## config.mk

```make
export PLATFORM = sky130hd
export DESIGN_NAME = card_deal
export DESIGN_NICKNAME = d
export VERILOG_FILES = /design/src/rtl/card_pkg.sv /design/src/rtl/card_counter.sv /design/src/rtl/card_deal.sv
export SDC_FILE = /design/constraint.sdc
export NUM_CORES = 1
export LEC_CHECK = 0
export ABC_AREA = 1
export BUFFER_PORTS_ARGS = -buffer_cell sky130_fd_sc_hd__buf_2
export CORE_MARGIN = 1
export CORE_UTILIZATION = 30
export CTS_BUF_LIST = sky130_fd_sc_hd__clkbuf_2 sky130_fd_sc_hd__clkbuf_4 sky130_fd_sc_hd__clkbuf_8
export CTS_CLUSTER_DIAMETER = 30
export DETAILED_ROUTE_END_ITERATION = 8
export PLACE_DENSITY_LB_ADDON = 0.08
export RECOVER_POWER = 50
export SYNTH_ARGS = -nofsm -noshare
export SYNTH_HDL_FRONTEND = slang
export SYNTH_SLANG_ARGS = --single-unit
```

## constraint.sdc

```tcl
create_clock -name clock -period 2.89 [get_ports clock]
set_clock_uncertainty 0.2 [all_clocks]
set_input_delay 0.4335 -clock clock [delete_from_list [all_inputs] [get_ports clock]]
set_output_delay 0.4335 -clock clock [all_outputs]
set_load 0.005 [all_outputs]
```

## src/rtl/card_pkg.sv

```systemverilog
// rtl/card_pkg.sv - shared card type, card range constants and deal state encoding
package card_pkg;

  typedef logic [3:0] card_t;

  localparam card_t CARD_EMPTY = 4'd0;
  localparam card_t CARD_MIN   = 4'd1;
  localparam card_t CARD_MAX   = 4'd13;

  typedef enum logic [2:0] {
    P1,
    D1,
    P2,
    D2,
    P3,
    D3,
    DONE
  } deal_state_t;

  // Successor of a card value; anything at or above the top of the range wraps to the bottom.
  function automatic card_t next_card(card_t c);
    return (c >= CARD_MAX) ? CARD_MIN : c + 4'd1;
  endfunction

endpackage

```

## src/rtl/card_counter.sv

```systemverilog
// rtl/card_counter.sv - free-running card value source cycling 1..13
module card_counter
  import card_pkg::*;
#(
  parameter card_t CTR_RESET = CARD_MIN
) (
  input  logic  clock,
  input  logic  reset,
  output card_t card_ctr
);

  // Advance one card every cycle; reset reloads the configured start value.
  always_ff @(posedge clock) begin
    if (reset) begin
      card_ctr <= CTR_RESET;
    end else begin
      card_ctr <= next_card(card_ctr);
    end
  end

endmodule

```

## src/rtl/card_deal.sv

```systemverilog
// rtl/card_deal.sv - two-hand card dealer; define CARD_DEAL_CTR_OUT_EN to expose card_ctr_o
module card_deal
  import card_pkg::*;
#(
  parameter int CTR_RESET = 1
) (
  input  logic       clock,
  input  logic       reset,
  input  logic       new_round,
  input  logic       deal_req,
  input  logic       p_third,
  input  logic       d_third,
  output logic       deal_ack,
  output logic [3:0] pcard1,
  output logic [3:0] pcard2,
  output logic [3:0] pcard3,
  output logic [3:0] dcard1,
  output logic [3:0] dcard2,
  output logic [3:0] dcard3,
  output logic       round_done
`ifdef CARD_DEAL_CTR_OUT_EN
  ,
  output logic [3:0] card_ctr_o
`endif
);

  card_t       card_ctr;
  deal_state_t state;
  deal_state_t state_next;
  logic [2:0]  load_p;
  logic [2:0]  load_d;
  logic        deal;
  logic        take;
  card_t       p_slot [3];
  card_t       d_slot [3];

  card_counter #(
    .CTR_RESET(card_t'(CTR_RESET))
  ) u_card_counter (
    .clock    (clock),
    .reset    (reset),
    .card_ctr (card_ctr)
  );

  // A request is only honoured outside the ack cycle, so a held request deals every other cycle.
  assign take = deal_req && !deal_ack;

  // State register.
  always_ff @(posedge clock) begin
    if (reset) begin
      state <= P1;
    end else begin
      state <= state_next;
    end
  end

  // Next-state and slot-load decode; new_round overrides any deal in the same cycle.
  always_comb begin
    state_next = state;
    load_p     = 3'b000;
    load_d     = 3'b000;
    case (state)
      P1: if (take) begin load_p[0] = 1'b1; state_next = D1; end
      D1: if (take) begin load_d[0] = 1'b1; state_next = P2; end
      P2: if (take) begin load_p[1] = 1'b1; state_next = D2; end
      D2: if (take) begin load_d[1] = 1'b1; state_next = P3; end
      P3: begin
        if (!p_third) begin
          state_next = D3;
        end else if (take) begin
          load_p[2]  = 1'b1;
          state_next = D3;
        end
      end
      D3: begin
        if (!d_third) begin
          state_next = DONE;
        end else if (take) begin
          load_d[2]  = 1'b1;
          state_next = DONE;
        end
      end
      DONE:    state_next = DONE;
      default: state_next = P1;
    endcase
    if (new_round) begin
      state_next = P1;
      load_p     = 3'b000;
      load_d     = 3'b000;
    end
  end

  assign deal = (|load_p) || (|load_d);

  // Slots capture the current card on their own deal and clear on reset or a new round.
  always_ff @(posedge clock) begin
    if (reset || new_round) begin
      for (int i = 0; i < 3; i++) begin
        p_slot[i] <= CARD_EMPTY;
        d_slot[i] <= CARD_EMPTY;
      end
    end else begin
      for (int i = 0; i < 3; i++) begin
        if (load_p[i]) p_slot[i] <= card_ctr;
        if (load_d[i]) d_slot[i] <= card_ctr;
      end
    end
  end

  // Ack pulses for exactly the cycle after a card is loaded.
  always_ff @(posedge clock) begin
    if (reset) begin
      deal_ack <= 1'b0;
    end else begin
      deal_ack <= deal;
    end
  end

  assign pcard1     = p_slot[0];
  assign pcard2     = p_slot[1];
  assign pcard3     = p_slot[2];
  assign dcard1     = d_slot[0];
  assign dcard2     = d_slot[1];
  assign dcard3     = d_slot[2];
  assign round_done = (state == DONE);

`ifdef CARD_DEAL_CTR_OUT_EN
  assign card_ctr_o = card_ctr;
`endif

endmodule
```

* Word level (Yosys, flattened, before mapping)
Memory sizes are Yosys's and may differ from the RTL's. Index checks and enable logic that the tools add are counted.
Storage, ports and cells: logic and storage cells 81, bits in writable memories 24, memories 2, output and inout port bits 26, register bits after elaboration 8, bits of input ports 6
Memories:
- d_slot | words 3, width 4, rd ports 3, clocked after Yosys merged registers in 0, wr ports 3, line card_deal.sv:35 | card_t d_slot [3];
- p_slot | words 3, width 4, rd ports 3, clocked after Yosys merged registers in 0, wr ports 3, line card_deal.sv:34 | card_t p_slot [3];
Operators by class: add/subtract/negate cells 1, reduce and logical (&&, ||, !) cells 10, eq/ne operators 12, magnitude comparators 1, muxes and demuxes 46, bitwise operators 6
Operator list (number):
- 3-bit 2-to-1 mux | 10
- 1-bit 2-to-1 mux | 29
- 4-bit 2-to-1 mux | 6
- 3-bit one-hot mux with 7 select lines | 1
- 3-bit equality test (second input constant) | 3
- 2-bit != test (second input constant) | 4
- 3-bit by 2-bit equality test with 1-bit output (second input constant) | 2
- 3-bit != test (second input constant) | 2
- 1-bit bitwise OR | 6
- 6-bit AND reduction | 1
- 3-bit OR reduction | 2
- 4-bit by 1-bit adder with 4-bit output (second input constant) | 1
- 4-bit greater-or-equal comparator (second input constant) | 1
- 2-bit OR reduction | 2
- 3-bit by 1-bit equality test with 1-bit output (second input constant) | 1
- 3-bit zero test | 1
- 1-bit logical OR | 2
- 1-bit logical AND | 1
- 1-bit zero test | 1

* Logic depth before layout (Yosys ltp)
Gate-level depths: netlist (run 1).
depth in word-level cells 10, mapped depth 9, depth with buffers taken out 8

* Hierarchy
From an unflattened synthesis (run 1), not the netlist that was laid out.
Second synthesis, totals: cell total of the unflattened synthesis 124, area total of the unflattened synthesis 1336.3 um^2
Modules (own cells, without submodules):
- card_deal | area an instance 1113.6 um^2, instances 1, seq. area each 800.8 um^2, cells each 97
- card_counter | area an instance 222.7 um^2, instances 1, seq. area each 80.1 um^2, cells each 27

* Least setup slack after synthesis (run 1)
No wires, ideal clock.
path kind input-to-reg, from in new_round, to mem p_slot[0][0] (netlist name) (enable), buffers on the path 0, data arrival time 1.144 ns, cell stages on the path 5, setup slack 1.185 ns, library setup time 0.361 ns, required time 2.329 ns, path through inv_1 -> nand3_1 -> nor2_1 -> nand2_1 -> o21ai_0
RTL lines:
- start, declared | line card_deal.sv:9 | input logic new_round,
- end, declared | line card_deal.sv:34

==> results by group, run 1 <==
Pwr
  • Int Pwr: about 730 uW
  • Pwr dens: 602 nW/um2
  • Sw Ratio: roughly 22%
  • Maximum vdd drop: 0.186 mV
  • Comb pwr share: roughly 7.4%
  • Clock network power share: 36.1%
  • Overall Power: 938 uW
  • NetSw: 208 uW
  • P_leak: 0.680 nW
  • Sequential Power Share: 56.6%

Timing
  • Final worst path period share: between 60% and 70%
  • Worst setup margin: 1.06 ns
  • # setup viols final: 0
  • Slew @ Worst Pin: between 0.6 and 0.7 ns
  • Max Clk Rate: 0.548 GHz
  • RSZ-0062 raised after global routing: false
  • Slew margin rel.: 58.8%
  • Final Hold Fails: 0
  • Final TNS setup: 0 ns
  • Fin. max-slew vios: 0
  • Min Tclk post-route: 1.83 ns

Clock network
  • Worst-Skew Late Latency: roughly 0.28 ns
  • CTS Buf Count: 5
  • Htree depth: 2
  • Clk root buf: clkbuf_8
  • Longest Clk Path Bufs: 2
  • # resized after CTS: 0
  • CTS tree: done
  • Reg clk slew, reported paths: approximately 0.06 ns
  • Num Clock Sinks: 32
  • Post-CTS Setup Inserts: 0
  • Hold Buf Count CTS: 0

Logic synthesis
  • Cells after Synth: 115
  • YS warnings: 0
  • Seq/Total Area, Yosys: 68.2%
  • Post-Syn Area per Cell: approximately 11 um2
  • Syn_nets: 124
  • Prevailing post-synth register cell: edfxtp_1
  • Mapped Area: 1290 um2
  • FF+latch count, synth: 32
  • EDFF count, synth: 24
  • Post-synth cell types: 20
  • Async SR Flop Fraction: 0%

Route
  • Initial DRC count: 26
  • Vias per cell: around 4.4
  • Vias: just under 900
  • Post-Route WL: around 2600 um
  • Pre-Repair DR Iteration Count: 4
  • DRC viols: 0
  • DR WL/cell: 12.7 um
  • Detail Route Antenna Nets: 0

Finish
  • Area delta synth->final: 20.6%
  • Layout cells sized above 1: 19.6%
  • # diodes: 0
  • Nets: 161

Global routing
  • Initial antenna violation count: 0
  • First-pass GRT wire length: 3950 um
  • Number of global-route vias before repair: between 800 and 900
  • Overall Global Routing Usage: between 10% and 20%
  • GRT Residual Overflow: 0
  • Largest net degree at the start of global routing: 10

Setup path
  • Reg2Reg Depth: 5
  • RR Startpoint: deal_ack
  • Reg2Reg Capture Point: p_slot[0][2]
  • Crit Path Category: flip-flop to flip-flop
  • CP Capture Type: flip-flop
  • Startpoint Class: flip-flop
  • Data required, critical path: 2.61 ns
  • Max FO, Critical Path: 4
  • Flop2flop setup slack: 1.06 ns
  • WP data arrival: 1.54 ns

Die
  • Core area: 4060 um2
  • Die width: between 60 and 70 um
  • Die Height: ~68 um
  • Num rows: 23
  • # IOs: 32
  • Initial Util: a little under a third
  • Die ar.: 4570 um2

Status
  • Status: completed

Hold path
  • Hold path depth: 2
  • Hold endpoint: deal_ack
  • Min-delay src: reset
  • Hold WC Path Type: input port to flip-flop

Placed design
  • GPL Wtd Cong: 0.787
  • PortBufs: 31
  • Pre-CTS WS: 0.837 ns
  • Final HPWL DP: 1990 um

Run
  • Maxcap violations: 0
[power groups by stage]
stage	sequential, mW	combinational (mW)	clock, mW
4_1_cts	0.531	0.0748	0.351
2_1_floorplan	0.540	0.0420	0
3_5_place_dp	0.541	0.0746	0
6_report	0.531	0.0690	0.339
5_1_grt	0.533	0.0802	0.374
3_3_place_gp	0.541	0.0736	0
[cells in the final DEF (no fill, tap or decap)]
| cell | count |
|---|---|
| inv_1 | 15 |
| o211ai_1 | 2 |
| nand3_1 | 5 |
| o21ai_0 | 3 |
| nand3b_1 | 1 |
| clkbuf_8 | 5 |
| xnor2_1 | 1 |
| dfxtp_1 | 8 |
| nand2_1 | 20 |
| ha_1 | 3 |
| inv_2 | 1 |
| clkinvlp_2 | 1 |
| nor2_1 | 20 |
| clkbuf_1 | 13 |
| buf_2 | 18 |
| nand4_1 | 1 |
| clkinv_1 | 1 |
| a21oi_1 | 4 |
| nor3_2 | 1 |
| o31ai_1 | 2 |
| clkbuf_4 | 2 |
| nand2_2 | 2 |
| edfxtp_1 | 24 |
[state kept, by name, summed over array words and instances (netlist names)]
signal and cells:
d_slot 12, u_card_counter.card_ctr 4, state 3, deal_ack 1, p_slot 12
[cell usage after synthesis, types with 2 or more instances]
| cell | n | area [um2] |
|---|---|---|
| nand2_1 | 19 | 71.3 |
| ha_1 | 3 | 37.5 |
| nor2_1 | 20 | 75.1 |
| dfxtp_1 | 8 | 160 |
| inv_1 | 15 | 56.3 |
| o31ai_1 | 2 | 15.0 |
| a21oi_1 | 4 | 20.0 |
| nand2_2 | 3 | 18.8 |
| edfxtp_1 | 24 | 721 |
| o21ai_0 | 3 | 15.0 |
| nand3_1 | 4 | 20.0 |
| o211ai_1 | 2 | 15.0 |
[worst max-delay path, stage by stage, from the launching register on]
cell,delay (ns)
dfxtp_1,0.31
inv_1,0.06
nand3_1,0.09
nor2_1,0.17
nand2_1,0.12
o21ai_0,0.51
[how the worst max path moves through the flow]
stage / slack (ns) / end / start / cells after the start
2_1_floorplan: 1.18 / p_slot[0][0] / new_round / 5
3_3_place_gp: 0.89 / p_slot[0][6] / new_round / 6
3_5_place_dp: 0.84 / p_slot[0][2] / new_round / 6
4_1_cts: 1.04 / p_slot[0][2] / deal_ack / 5
5_1_grt: 0.91 / p_slot[0][6] / deal_ack / 5
6_report: 1.06 / p_slot[0][2] / deal_ack / 5
[cells by family after synthesis]
group / count (synthesis) / share of synthesized area, %
flip-flops: 32 / 68.2
XOR/XNOR: 1 / 0.678
AO/OA/AOI/OAI: 11 / 5.04
adder cells (fa/ha/maj): 3 / 2.91
AND/OR/NAND/NOR: 50 / 17.0
buffers and inverters: 18 / 6.20
[area by class of cell]
class | instances | area [um2]
Sequential cell | 32 | 881
Inverter | 17 | 65.1
Multi-Input combinational cell | 65 | 323
Fill cell | 420 | 2500
Clock inverter | 1 | 3.75
Tap cell | 50 | 62.6
Timing Repair Buffer | 31 | 139
Clock buffer | 7 | 83.8
[metrics by stage]
stage / hold slack, ns / util, % / instance area, um2 / cells
after floorplan: 0.227 / - / 1290 / 115
after global placement: 0.258 / 36.9 / 1500 / 195
after detailed placement: 0.262 / 36.9 / 1500 / 195
after CTS: 0.141 / 39.1 / 1590 / 203
after global routing: 0.142 / 38.4 / 1560 / 203
final: 0.154 / 38.4 / 1560 / 203
[per-layer routing]
| metal | GRT usage (%) | up-vias | routed length (um) |
|---|---|---|---|
| li1 | - | 453 | - |
| met1 | 14.8 | 414 | 1120 |
| met3 | 5.57 | 5 | 145 |
| met4 | 7.98 | 0 | 58 |
| met5 | 0 | - | 0 |
| met2 | 19.9 | 22 | 1250 |
Power figures use the tool's default switching activity.
==> run 2, diff against run 1 <==
- ABC_AREA: 1 -> 0
- clock period: 2.89 -> 1.55 ns (I/O delays scaled with it)
==> run 2 against run 1 <==
  * Non-clock buffer count up 19
  * First-iteration DRC count increased by 27%
  * Critical endpoint is now p_slot[0][7]
  * Sequential power rose by 88%
==> results by group, run 2 <==
Logic synthesis
  • Post-Syn Area per Cell: approximately 14 um2
  • Mapped Area: between 1000 and 1500 um2
  • Count leader, synth: edfxtp_1
  • EDFF count, synth: 24
  • Seq/Total Area, Yosys: 65.5%
  • Cells after Synth: 93
  • Prevailing post-synth register cell: edfxtp_1
  • Synth Area in Adders: 2.79%
  • Post-synth top cells: edfxtp_1 (24), and2_1 (9), dfxtp_1 (8)
  • Ranking of synthesized cells by area: edfxtp_1 (54%), dfxtp_1 (12%), and2_1 (4.2%)
  • Mux share of post-synthesis cell area: less than 1%
  • XOR/XNOR share of the synthesized area: 1.30%
  • Synth area leader: edfxtp_1
  • Yosys top cell area share: between 50 and 60%
  • YS warnings: 0
  • Synth Area in Compound Gates: 12.7%
  • Syn_nets: 102
  • Synth Area in Simple Gates: between 10 and 15%
  • FF+latch count, synth: 32
  • Post-synth cell types: 33
  • Async SR Flop Fraction: 0%
  • Combinational family with the most area after synthesis: simple AND/OR/NAND/NOR gates

Status
  • Status: completed

Finish
  • Fillers: 410
  • Final Util: a little under half
  • Nets: around 160
  • # diodes: 0
  • Layout cells sized above 1: between 30% and 40%
  • Top Registers: d_slot x12, p_slot x12, u_card_counter.card_ctr x4
  • Area delta synth->final: 39.2%
  • Finished Layout Cells: 198
  • Commonest cells after routing, fill and taps aside: edfxtp_1 (24), clkbuf_1 (24), buf_4 (16)

Route
  • Vias: between 900 and 1000
  • DRC viols: 0
  • Detail Route Antenna Nets: 0
  • Pre-Repair DR Iteration Count: 4
  • Post-Route WL: roughly 2700 um
  • Vias per cell: 4.62
  • Initial DRC count: 33
  • DR WL/cell: 13.6 um

Timing
  • Final worst path period share: 98.4%
  • Final Hold Fails: 0
  • Min Hold Slack: 0.0907 ns
  • Final TNS setup: 0 ns
  • # setup viols final: 0
  • RSZ-0062 raised after global routing: true
  • Slew margin rel.: 73.4%
  • Fin. max-slew vios: 0
  • Max Clk Rate: 0.656 GHz
  • Min Tclk post-route: 1.53 ns
  • Slew @ Worst Pin: 0.399 ns

Clock network
  • Htree depth: 2
  • Reg clk slew, reported paths: roughly 0.070 ns
  • CTS tree: done
  • CTS Buf Count: 5
  • Num Clock Sinks: 32
  • Clk root buf: clkbuf_8
  • Longest Clk Path Bufs: 2
  • Worst-Skew Late Latency: 0.28 ns

Global routing
  • Number of global-route vias before repair: about 860
  • GRT Residual Overflow: 0
  • Overall Global Routing Usage: around an eighth
  • Largest net degree at the start of global routing: 12
  • First-pass GRT wire length: 4170 um
  • Initial antenna violation count: 0

Pwr
  • P_leak: 0.713 nW
  • Pwr dens: 1050 nW/um2
  • Maximum vdd drop: 0.594 mV
  • Overall Power: 1.96 mW

Setup path
  • Startpoint Class: flip-flop
  • CP Capture Type: flip-flop
  • Reg2Reg Depth: 3
  • Data required, critical path: 1.50 ns
  • Crit Path Category: flip-flop to flip-flop
  • Max FO, Critical Path: 7
  • WP data arrival: between 1 and 1.5 ns

Run
  • Maxcap violations: 0

Die
  • Initial Util: 32.5%
  • Core area: 4140 um2
  • Num rows: 23
  • Die width: approximately 69 um
  • # IOs: 32
  • Die Height: 69.0 um
  • Die ar.: 4760 um2

Hold path
  • Hold WC Path Type: input port to flip-flop
  • Hold path depth: 4

Placed design
  • PortBufs: 31
  • Final HPWL DP: 2020 um
  • GPL Wtd Cong: approximately 0.74
  • Dpl cells: 188
run 2: cell count changes in the layout (fill, tap and decap cells not counted), sizes merged, moves of 8 or more:
cell	delta
nand2	-18
nor2	-17
inv	-12
and2	+9
clkbuf	+9
buf	+8
run 2: kinds of logic after synthesis:
logic type,count (synthesis)
compound gates,18
xor+xnor,2
fa+ha+maj,3
buf+inv,7
flops,32
mux,1
simple gates,30
run 2: stage by stage:
step | instance area [um2] | worst slack [ns]
finish | 1870 | 0.0248
global route | 1870 | -0.0264
CTS | 1860 | 0.000727
detailed placement | 1710 | -0.0411
global placement | 1710 | -0.0283
floorplan | 1370 | -0.0454
run 2: routing by layer:
metal / global-route usage (%) / vias to the layer above / wire (um)
li1: - / 450 / -
met4: 5.36 / 0 / 36
met2: 19.1 / 24 / 1140
met3: 3.95 / 5 / 169
met5: 0 / - / 0
met1: 16.4 / 436 / 1350
run 2: critical path: stages, from the launching register on:
cell and delay (ns):
dfxtp_4 0.40, buf_6 0.13, a2111oi_4 0.43, and2_4 0.23
run 2: area by class of cell:
cell class	instances	area [um2]	area share [%]
Clock buffer	5	68.8	3.68
Multi-Input combinational cell	54	499	26.7
Sequential cell	32	891	47.6
Clock inverter	3	42.5	2.27
Timing Repair Buffer	50	288	15.4
Inverter	4	20.0	1.07
Tap cell	50	62.6	3.34
run 2: timing repair:
action                                  CTS  global route
hold endpoints to repair                  0             0
gates resized for setup                  13             8
pin swaps                                 2             2
buffers inserted                          1             2
hold buffers                              0             0
endpoints found under the setup margin   21            32
run 2: final timing paths:
kind | start | end | slack [ns]
worst min-delay path | reset | u_card_counter.card_ctr[0] | 0.09
worst max-delay path | state[0] | p_slot[0][7] | 0.02
worst max register to register | state[0] | p_slot[0][7] | 0.02
worst min register to register | u_card_counter.card_ctr[0] | u_card_counter.card_ctr[0] | 0.37
run 2: where the power goes:
part | internal [mW] | leakage, nW | switching, mW
logic | 0.0874 | 0.322 | 0.0928
clock network | 0.475 | 0.0541 | 0.311
registers | 0.965 | 0.337 | 0.0323
==> run 3, diff against run 2 <==
- ABC_AREA: 0 -> 1
- BUFFER_PORTS_ARGS: -buffer_cell sky130_fd_sc_hd__buf_2 -> -buffer_cell sky130_fd_sc_hd__clkbuf_2
==> run 3 against run 2 <==
  * Sequential share of layout area rose by 3.4 points
  * Sequential power fell by 0.9%
  * Final area fell by 6.6%
  * Critical path depth did not move
  * Core utilization fell by 2.1 points
  * Clock power fell by 24%
  * Flip-flop and latch count did not move
  * Register-to-register slack improved by 0.05 ns
  * Setup slack improved by 0.0078 ns
==> results by group, run 3 (synthesized netlist as in run 1, its figures left out) <==
Setup path
  • Startpoint Class: flip-flop
  • WP data arrival: around 1.1 ns
  • CP Capture Type: output port
  • Data required, critical path: 1.12 ns
  • Crit Path Category: flip-flop to output port
  • Max FO, Critical Path: 5
  • RR Startpoint: deal_ack
  • Critical Path Start: state[0]

Global routing
  • Largest net degree at the start of global routing: 11
  • Met1 usage: 15.9%
  • First-pass GRT wire length: 4220 um
  • Number of global-route vias before repair: 902
  • Initial antenna violation count: 0
  • M3 GR Usage: 4.56%
  • GRT Residual Overflow: 0
  • Met2 Use GR: 21.4%
  • Overall Global Routing Usage: between 10% and 20%
  • Global routing's busiest layer: met2

Timing
  • Final Hold Fails: 0
  • # setup viols final: 0
  • Fin. max-slew vios: 0
  • Final TNS setup: 0 ns
  • Max Clk Rate: 0.659 GHz
  • Slew @ Worst Pin: 0.219 ns
  • Slew margin rel.: 85.4%
  • RSZ-0062 raised after global routing: true
  • Min Tclk post-route: 1.52 ns
  • Final worst path period share: 97.9%

Finish
  • Final Instance Area: 1750 um2
  • # diodes: 0
  • Commonest cells after routing, fill and taps aside: edfxtp_1 (24), nand2_1 (16), clkbuf_2 (16)
  • Nets: 171
  • Fillers: 399
  • Finished Layout Cells: roughly 210
  • Top Registers: d_slot x12, p_slot x12, u_card_counter.card_ctr x4
  • Area delta synth->final: 35.5%
  • Layout cells sized above 1: 38.7%
  • Most common cell after layout, fill and taps aside: edfxtp_1

Placed design
  • Final HPWL DP: roughly 2000 um
  • Placed cell areas: about 1600 um2
  • PortBufs: 31
  • GPL Wtd Cong: 0.810
  • Dpl cells: 203

Route
  • Post-Route WL: 2630 um
  • Pre-Repair DR Iteration Count: 4
  • Initial DRC count: 60
  • DRC viols: 0
  • Vias per cell: 4.41
  • DR WL/cell: 12.3 um
  • Vias: 939
  • Detail Route Antenna Nets: 0

Clock network
  • Worst-Skew Late Latency: about 0.28 ns
  • Longest Clk Path Bufs: 2
  • CTS tree: done
  • Reg clk slew, reported paths: 0.06 ns
  • CTS Buf Count: 5
  • Num Clock Sinks: 32
  • Htree depth: 2
  • Clk root buf: clkbuf_8

Hold path
  • Min-delay src: deal_req
  • Hold WC Path Type: input port to flip-flop

Die
  • Die Height: ~68 um
  • # IOs: 32
  • Core area: 4060 um2
  • Num rows: 23
  • Die ar.: around 4600 um2
  • Die width: 67.6 um
  • Initial Util: 31.8%

Pwr
  • P_leak: 0.738 nW
  • Comb pwr share: under 10%
  • Sequential Power Share: between 50% and 60%
  • Sw Ratio: between 20% and 30%
  • Overall Power: 1.76 mW
  • Pwr dens: approximately 1000 nW/um2
  • Int Pwr: 1.34 mW
  • Maximum vdd drop: 0.421 mV
  • Clock network power share: 34.0%
  • NetSw: 420 uW

Status
  • Status: completed

Run
  • Maxcap violations: 0
[run 3: power by group through the flow]
stage          Clock [mW]  Combinational [mW]  Sequential [mW]
6_report            0.597               0.172            0.988
5_1_grt             0.662               0.194            0.993
4_1_cts             0.615               0.157            0.989
3_5_place_dp            0               0.153             1.01
3_3_place_gp            0               0.152             1.01
2_1_floorplan           0              0.0784             1.01
[run 3: critical path, cell delays in order (launching register included)]
cell      delay [ns]
dfxtp_4         0.37
buf_6           0.13
nor3_4          0.17
clkbuf_2        0.13
[run 3: timing repair]
action | CTS | global route
gates cloned | 0 | 0
setup endpoints to repair | 12 | 44
hold buffers | 1 | 0
hold endpoints to repair | 1 | 0
setup buffers | 0 | 2
pin swaps | 0 | 4
resized for setup | 8 | 32
[run 3: cell type report]
class	instances	area, um2	area share, %
clock buffer	5	68.8	3.93
sequential	32	892	51.0
timing repair buffer	41	233	13.3
clock inverter	3	13.8	0.787
inverter	17	71.3	4.08
multi-input combinational	65	408	23.3
tap	50	62.6	3.58
[run 3: layer usage]
metal  wire (um)  up-vias
li1            -      474
met1        1140      439
met2        1310       20
met3         127        6
met4          49        0
met5           0        -
[run 3: path summary, 6_finish.rpt]
kind,endpoint,slack (ns),cells after the start
min reg2reg,u_card_counter.card_ctr[0],0.29,1
max,round_done,0.03,3
min,state[1],0.15,4
max reg2reg,p_slot[0][1],0.07,6
[run 3: stage by stage]
step | worst slack [ns] | utilization [%] | hold WS, ns
2_1_floorplan | -0.0630 | - | 0.105
3_3_place_gp | 0.00797 | 38.4 | 0.245
3_5_place_dp | -0.0466 | 38.4 | 0.245
4_1_cts | -0.00260 | 41.0 | 0.124
5_1_grt | -0.0206 | 43.1 | 0.150
6_report | 0.0326 | 43.1 | 0.148
